## src/rtl/uart_pkg.sv

```systemverilog
// Shared UART definitions: TX FSM states, parity constants
// and the parity helper used by both TX and RX.
package uart_pkg;

  localparam int DATA_W = 8;
  localparam logic PAR_EVEN = 1'b0;
  localparam logic PAR_ODD = 1'b1;

  typedef enum logic [2:0] {
    IDLE,
    START,
    DATA,
    PARITY,
    STOP
  } tx_state_e;

  function automatic logic parity_calc(
    input logic [DATA_W-1:0] data,
    input logic typ
  );
    return (^data) ^ typ;
  endfunction

endpackage

```

## src/rtl/uart_tx_bit_timer.sv

```systemverilog
// Prescale tick counter: bit_done pulses on the last cycle of
// every bit period; clear restarts the count for a new frame.
module uart_tx_bit_timer #(
  parameter int PRESCALE_W = 6
) (
  input  logic                  clk,
  input  logic                  rst,
  input  logic                  clear,
  input  logic                  run,
  input  logic [PRESCALE_W-1:0] prescale_l,
  output logic                  bit_done
);

  logic [PRESCALE_W-1:0] cnt_q, cnt_d;

  assign bit_done = run && (cnt_q == prescale_l - PRESCALE_W'(1));

  always_comb begin
    cnt_d = cnt_q;
    if (clear || bit_done) begin
      cnt_d = '0;
    end else if (run) begin
      cnt_d = cnt_q + PRESCALE_W'(1);
    end
  end

  always_ff @(posedge clk) begin
    if (rst) begin
      cnt_q <= '0;
    end else begin
      cnt_q <= cnt_d;
    end
  end

endmodule

```

## src/rtl/uart_tx_serializer.sv

```systemverilog
// UART transmit serializer: start, 8 data LSB-first, optional parity, stop.
// Define UART_TX_STOP2_EN for two stop bits.
module uart_tx_serializer
  import uart_pkg::*;
#(
  parameter int DATA_W     = 8,
  parameter int PRESCALE_W = 6
) (
  input  logic                  clk,
  input  logic                  rst,
  input  logic [DATA_W-1:0]     P_DATA,
  input  logic                  Data_Valid,
  input  logic                  PAR_EN,
  input  logic                  PAR_TYP,
  input  logic [PRESCALE_W-1:0] prescale,
  output logic                  TX_OUT,
  output logic                  busy
);

  localparam int IDX_W = $clog2(DATA_W);
`ifdef UART_TX_STOP2_EN
  localparam int STOP_BITS = 2;
`else
  localparam int STOP_BITS = 1;
`endif

  tx_state_e state_q, state_d;
  logic [DATA_W-1:0] data_q, data_d;
  logic par_en_q, par_en_d;
  logic par_typ_q, par_typ_d;
  logic [PRESCALE_W-1:0] pscl_q, pscl_d;
  logic [IDX_W-1:0] idx_q, idx_d;
  logic tx_q, tx_d;
  logic busy_q, busy_d;
  logic accept, run, bit_done;

  assign accept = (state_q == IDLE) && Data_Valid;
  assign run = (state_q != IDLE);

  uart_tx_bit_timer #(
    .PRESCALE_W(PRESCALE_W)
  ) u_timer (
    .clk       (clk),
    .rst       (rst),
    .clear     (accept),
    .run       (run),
    .prescale_l(pscl_q),
    .bit_done  (bit_done)
  );

  always_comb begin
    state_d   = state_q;
    data_d    = data_q;
    par_en_d  = par_en_q;
    par_typ_d = par_typ_q;
    pscl_d    = pscl_q;
    idx_d     = idx_q;
    unique case (state_q)
      IDLE: begin
        if (Data_Valid) begin
          data_d    = P_DATA;
          par_en_d  = PAR_EN;
          par_typ_d = PAR_TYP;
          pscl_d    = (prescale == '0) ? PRESCALE_W'(1) : prescale;
          idx_d     = '0;
          state_d   = START;
        end
      end
      START: begin
        if (bit_done) begin
          idx_d   = '0;
          state_d = DATA;
        end
      end
      DATA: begin
        if (bit_done) begin
          if (idx_q == IDX_W'(DATA_W - 1)) begin
            idx_d   = '0;
            state_d = par_en_q ? PARITY : STOP;
          end else begin
            idx_d = idx_q + IDX_W'(1);
          end
        end
      end
      PARITY: begin
        if (bit_done) begin
          state_d = STOP;
        end
      end
      STOP: begin
        // idx counts stop bits already sent
        if (bit_done) begin
          if (idx_q == IDX_W'(STOP_BITS - 1)) begin
            idx_d   = '0;
            state_d = IDLE;
          end else begin
            idx_d = idx_q + IDX_W'(1);
          end
        end
      end
      default: state_d = IDLE;
    endcase
  end

  // Outputs decode the next state so they register glitch-free
  always_comb begin
    tx_d   = 1'b1;
    busy_d = (state_d != IDLE);
    unique case (state_d)
      START:   tx_d = 1'b0;
      DATA:    tx_d = data_q[idx_d];
      PARITY:  tx_d = parity_calc(data_q, par_typ_q);
      default: tx_d = 1'b1;
    endcase
  end

  always_ff @(posedge clk) begin
    if (rst) begin
      state_q   <= IDLE;
      data_q    <= '0;
      par_en_q  <= 1'b0;
      par_typ_q <= 1'b0;
      pscl_q    <= '0;
      idx_q     <= '0;
      tx_q      <= 1'b1;
      busy_q    <= 1'b0;
    end else begin
      state_q   <= state_d;
      data_q    <= data_d;
      par_en_q  <= par_en_d;
      par_typ_q <= par_typ_d;
      pscl_q    <= pscl_d;
      idx_q     <= idx_d;
      tx_q      <= tx_d;
      busy_q    <= busy_d;
    end
  end

  assign TX_OUT = tx_q;
  assign busy = busy_q;

endmodule

```

## config.mk

```make
export PLATFORM = sky130hd
export DESIGN_NAME = uart_tx_serializer
export DESIGN_NICKNAME = d
export VERILOG_FILES = /design/src/rtl/uart_pkg.sv /design/src/rtl/uart_tx_bit_timer.sv /design/src/rtl/uart_tx_serializer.sv
export SDC_FILE = /design/constraint.sdc
export NUM_CORES = 1
export LEC_CHECK = 0
export ABC_AREA = 0
export BUFFER_PORTS_ARGS = -buffer_cell sky130_fd_sc_hd__clkbuf_2
export CAP_MARGIN = 20
export CORE_MARGIN = 2
export CORE_UTILIZATION = 61
export CTS_CLUSTER_DIAMETER = 120
export DETAILED_ROUTE_END_ITERATION = 7
export GPL_TIMING_DRIVEN = 1
export PLACE_DENSITY = 0.83
export SETUP_SLACK_MARGIN = 0.1
export SYNTH_ARGS = -nofsm -noshare
export SYNTH_HDL_FRONTEND = slang
export SYNTH_SLANG_ARGS = --single-unit
```

## constraint.sdc

```tcl
create_clock -name clk -period 6.6 [get_ports clk]
set_input_delay 1.98 -clock clk [delete_from_list [all_inputs] [get_ports clk]]
set_output_delay 1.98 -clock clk [all_outputs]
set_load 0.02 [all_outputs]
```

Word level (Yosys, flattened, before mapping)
Index checks and enable logic that the tools add are counted.
{ "totals": {"register_bits": 30, "latchBits": 0, "mem_bits_rw": 0, "mem_bits_ro": 0, "input_bits": 19, "out_inout_bits": 2, "elab_cells": 54, "memories": 0} }
{ "op_classes": {"add_sub_neg": 3, "mul": 0, "div_mod_pow": 0, "n_lt_le_gt_ge": 1, "eq_ne": 9, "shift": 0, "n_mux": 20, "bitwise_logic": 1, "n_reduce_logical": 11} }
{ "op_table": {"columns": ["op", "count"], "rows": [
  ["3-bit two-way mux", 14],
  ["3-bit one-hot mux with 5 select lines", 1],
  ["3-bit by 2-bit equality test with 1-bit output, second input constant", 4],
  ["3-bit one-hot mux with 4 select lines", 1],
  ["8-bit parity", 1],
  ["6-bit by 1-bit adder with 6-bit output, second input constant", 1],
  ["3-bit by 1-bit equality test with 1-bit output, second input constant", 2],
  ["3-bit equality test, second input constant", 2],
  ["6-bit equality test", 1],
  ["3-bit logical NOT", 2],
  ["6-bit logical NOT", 1],
  ["6-bit two-way mux", 1],
  ["3-bit nonzero test", 2],
  ["6-bit by 1-bit subtractor with 6-bit output, second input constant", 1],
  ["3-bit by 4-bit less-than comparator with 1-bit output, second input constant", 1],
  ["3-bit by 1-bit adder with 3-bit output, second input constant", 1],
  ["1-bit binary-select mux with 3-bit select", 1],
  ["1-bit one-hot mux with 3 select lines", 1],
  ["1-bit logical AND", 2],
  ["2-bit AND reduction", 1],
  ["2-bit OR reduction", 1],
  ["1-bit logical OR", 1],
  ["1-bit two-way mux", 1],
  ["1-bit XOR", 1]
]} }

Depth between registers and ports, before layout
{ "logic_depth": {"word_depth": 8, "ltp_mapped": 10, "mapped_depth_nobuf": 10} }

By module
Synthesis repeated with hierarchy kept, for this count alone.
{ "unflattened": {"cells_unflattened": 196, "hier_area_um2": 1706.6} }
{ "modules_own_cells": {"columns": ["module", "instances", "cells_per_inst", "area_each_um2", "seq_area_each_um2"], "rows": [
  ["uart_tx_serializer", 1, 152, 1241.2, 480.5],
  ["uart_tx_bit_timer", 1, 44, 465.4, 120.1]
]} }

Worst setup path before layout
No wires, ideal clock.
{ "synth_path": {"kind": "input to register", "from": "in Data_Valid", "to": "reg tx_q, in the netlist TX_OUT", "setup_ps": 142, "arrival_ps": 3098, "required_ps": 6458, "slack_ps": 3361, "cell_stages": 6, "n_path_buf": 0, "path_cell_list": "o21ai_0 > o211ai_1 > o211a_2 > mux2_1 > o211ai_1 > a41oi_1"} }
{ "synth_between": {"elab_chain_len": 5, "word_cells_on_any_way": 10, "cone_classes": "eq/ne (3); mux (7)"} }
{ "synth_lines": {"columns": ["element", "line", "rtl"], "rows": [
  ["start, declared", "uart_tx_serializer.sv:12", "input logic Data_Valid,"],
  ["3-bit two-way mux", "uart_tx_serializer.sv:60", "if (Data_Valid) begin"],
  ["3-bit one-hot mux with 4 select lines", "uart_tx_serializer.sv:58", "unique case (state_q)"],
  ["1-bit binary-select mux with 3-bit select", "uart_tx_serializer.sv:111", "DATA: tx_d = data_q[idx_d];"],
  ["1-bit two-way mux (not written as such)", "uart_tx_serializer.sv:111", null],
  ["1-bit one-hot mux with 3 select lines *", "uart_tx_serializer.sv:109", "unique case (state_d)"],
  ["end signal, assigned", "uart_tx_serializer.sv:134", "tx_q <= tx_d;"],
  ["end, declared", "uart_tx_serializer.sv:33", "logic tx_q, tx_d;"]
]} }
Mark *: on every way between the ends. The rest lies on a longest branch, timed or not. The select of a mux whose other input is x is not followed.
A chain may end at the register's enable or synchronous reset.

Worst setup path after layout
Same ends and word-level chain as after synthesis.

==> metrics.md <==
| Metric | Value |
|---|---|
| Rows | 18 |
| Critical Path Most Common Cell | o211ai_1 |
| Net count after synthesis | 226 |
| Total buffers and inverters traversed by the critical path | 1 |
| Area Growth Syn to Fin | 9.30% |
| Clk pin slew, worst setup/hold paths | 0.09 ns |
| Crit path launch | Data_Valid |
| Detailed Place HPWL | 2.68 mm |
| Floorplan die area | 3170 um^2 |
| IO Count | 21 |
| Initial antenna violation count | 0 |
| Critical Setup Path Class | in2reg |
| Effective utilization at floorplan | 0.656 |
| Highest achievable clock rate | 0.300 GHz |
| Post-Route WL | 3.54 mm |
| Drt initial violations | 52 |
| Transition time at the pin with the least slew margin | 0.813 ns |
| Number of gates given a new drive strength after cts | 0 |
| Setup TNS | 0 ns |
| Worst max-slew margin expressed relative to the limit | 0.444 |
| Fraction of final layout cells with drive strength greater than 1 | 0.158 |
| Power per cell area | 198 nW/um^2 |
| CP required | 6.79 ns |
| Startpoint of the worst register-to-register path | pscl_q[0] |
| Vertical die dimension | 56.3 um |
| Buffer levels on the longest clock path | 2 |
| Cell total after placement | 244 |
| Max-capacitance violation count | 0 |
| Total number of vias | 1483 |
| Mean routed wirelength per cell | 14.1 um |
| Setup Viol. Count Final | 0 |
| Global placer's final weighted congestion | 0.895 |
| Count of yosys warnings during synthesis | 0 |
| CTS H-Tree Depth | 2 |
| Placed cell area | 1780 um^2 |
| Kind of end point of the critical path | flop |
| Cell area after synthesis | 1670 um^2 |
| Total track usage | 0.252 |
| Cells after Synth | 202 |
| Crit path max-delay family | compound AO/OA/AOI/OAI gates |
| Startpoint type of the worst setup path | input port |
| Clock latency on the worst-skew pair | 0.33 ns |
| Static Leak | 0.694 nW |
| Number of hold buffers added after cts | 0 |
| Number of distinct library cell variants in the gate-level netlist after synthesis | 47 |
| Arrival @ worst endpoint | 3.53 ns |
| Final cell count without fillers | 251 |
| Hold Fails Final Rpt | 0 |
| Slowest library cell on the worst path | o41ai_2 |
| Predominant post-synthesis flop cell | dfxtp_1 |
| Minimum period implied by the final worst setup slack | 3.34 ns |
| Max incr delay on CP | 0.61 ns |
| Outcome | finished clean |
| Sum of overflow across all layers after global routing | 0 |
| Number of global-route vias before repair | 1469 |
| # nets final | 245 |
| Maximum ir drop on the vdd rail | 0.179 mV |
| DR pass1 iterations | 4 |
| Total of buffers placed on input and output ports | 20 |
| Post-layout total power | 0.361 mW |
| Filler Cells Inserted | 210 |
| Number of post-CTS setup repair buffers | 0 |
| DRC violations left | 0 |
| Fraction of registers with async set or reset after synthesis | 0 |
| TritonCTS clock tree | done |
| Critical path, cell by cell | clkbuf_2 > and2_1 > o41ai_2 > o211ai_1 > o211ai_1 > a41oi_1 |
| Unrepaired setup endpoints after global routing | false |
| CTS buffer count | 5 |
| Start point of the worst hold path | pscl_q[5] |
| Clk root buf | clkbuf_4 |
| Final cell area excluding filler cells | 1820 um^2 |
| FF+latch count, synth | 30 |
| Synth Area per Inst | 8.26 um^2 |
| FF/Latch Area | 601 um^2 |
| Fraction of the cycle the final worst path needs | 0.506 |
| Remaining antenna violation count after routing | 0 |
| Pin count of the biggest net entering global routing | 25 |
| Global-route wire length before repair | 6.23 mm |
| Die outline width | 56.3 um |
| Antenna diodes | 0 |
| Worst clock skew | 0.00673 ns |
| Num Clock Sinks | 30 |
| Register area share after synthesis | 0.360 |
| Post-detailed-route via-to-cell ratio | 5.91 |
| Footprint of the multi-input gates | 1000 um^2 |
| Worst reg-to-reg setup slack | 3.63 ns |
| Type of the most critical hold path | reg2reg |
| Max-slew violation total from the final report | 0 |
| Core box area | 2540 um^2 |
| Number of enable-type register cells in the synthesized netlist | 0 |
| Critical-path maximum fanout | 20 |
[synth_stat cells, types with 2 or more instances]
cell type  instances  area share
xor2_1             8       0.042
or4_4              2       0.013
a21oi_1           19       0.057
a211o_1            2       0.010
o211ai_1           5       0.022
o21ai_0            2      0.0060
clkbuf_1           8       0.018
nand2b_1           2      0.0075
dfxtp_1           30        0.36
and3_1             2      0.0075
nor3_1             5       0.015
mux2_1             2       0.013
inv_1              9       0.020
nand3_1            3      0.0090
ha_1               5       0.037
nand2_1           38       0.085
or3_1              2      0.0075
xnor2_1           12       0.063
o2111ai_1          2       0.010
nor2_1            17       0.038
[registers in the layout, indices dropped and copies added (netlist names)]
| name | count |
|---|---|
| TX_OUT | 1 |
| idx_q | 3 |
| data_q | 8 |
| pscl_q | 6 |
| par_en_q | 1 |
| busy | 1 |
| u_timer.cnt_q | 6 |
| par_typ_q | 1 |
| state_q | 3 |
[layer usage]
metal  track usage  share of wire  up-vias
li1              -              -      750
met1         0.299           0.45      676
met2         0.418           0.48       49
met3        0.0783          0.051        8
met4         0.112          0.019        0
met5             0              0        -
[worst register-to-register path, delay by kind of cell, from the launching register on]
family | cells | cell delay (ns)
XOR/XNOR | 1 | 0.15
AO/OA/AOI/OAI | 5 | 1.37
flip-flops | 1 | 0.42
buffers and inverters | 1 | 0.07
multiplexers | 2 | 0.60
adder cells (fa/ha/maj) | 1 | 0.24
[cell families (layout without fill, tap and decap cells)]
| group | Yosys count | in the layout | synth area share |
|---|---|---|---|
| compound gates | 44 | 44 | 0.191 |
| fa+ha+maj | 5 | 5 | 0.0375 |
| mux | 3 | 3 | 0.0195 |
| xor+xnor | 20 | 20 | 0.105 |
| flops | 30 | 30 | 0.360 |
| simple gates | 83 | 83 | 0.249 |
| buf+inv | 17 | 36 | 0.0382 |
[stage by stage]
stage	hold slack (ns)	util	setup slack [ns]
6_report	0.474	0.717	3.26
5_1_grt	0.501	0.717	3.10
4_1_cts	0.479	0.717	3.28
3_5_place_dp	0.466	0.698	2.92
3_3_place_gp	0.461	0.698	3.11
2_1_floorplan	0.445	-	3.36
[cell usage in the layout, fill, tap and decap left out, types with 2 or more instances in the layout]
cell type	instances
clkbuf_4	5
nand3_1	3
or3_1	2
o21ai_0	2
and3_1	2
mux2_1	2
nand2_1	38
nor2_1	17
o2111ai_1	2
nand2b_1	2
clkinv_2	2
nor3_1	5
o211ai_1	5
a21oi_1	19
xor2_1	8
dfxtp_1	30
inv_1	9
a211o_1	2
xnor2_1	12
ha_1	5
clkbuf_2	20
or4_4	2
[final timing paths]
kind / to / cells after the start
min reg2reg: pscl_q[5] / 2
min: pscl_q[5] / 2
max: TX_OUT / 6
max reg2reg: TX_OUT / 10
[cell type report]
class | count | share of cell area
clock inverters | 2 | 0.00549
multi-input cells | 155 | 0.551
clock buffers | 5 | 0.0206
repair buffers | 20 | 0.0549
well taps | 30 | 0.0206
flip-flops and latches | 30 | 0.329
inverters | 9 | 0.0185
[report_power, final]
| group | switching, mW | internal [mW] |
|---|---|---|
| clock | 0.0628 | 0.0382 |
| combinational | 0.0349 | 0.0269 |
| sequential | 0.00910 | 0.189 |
| total | 0.107 | 0.254 |
No activity file was read; power rests on OpenSTA's default activity.
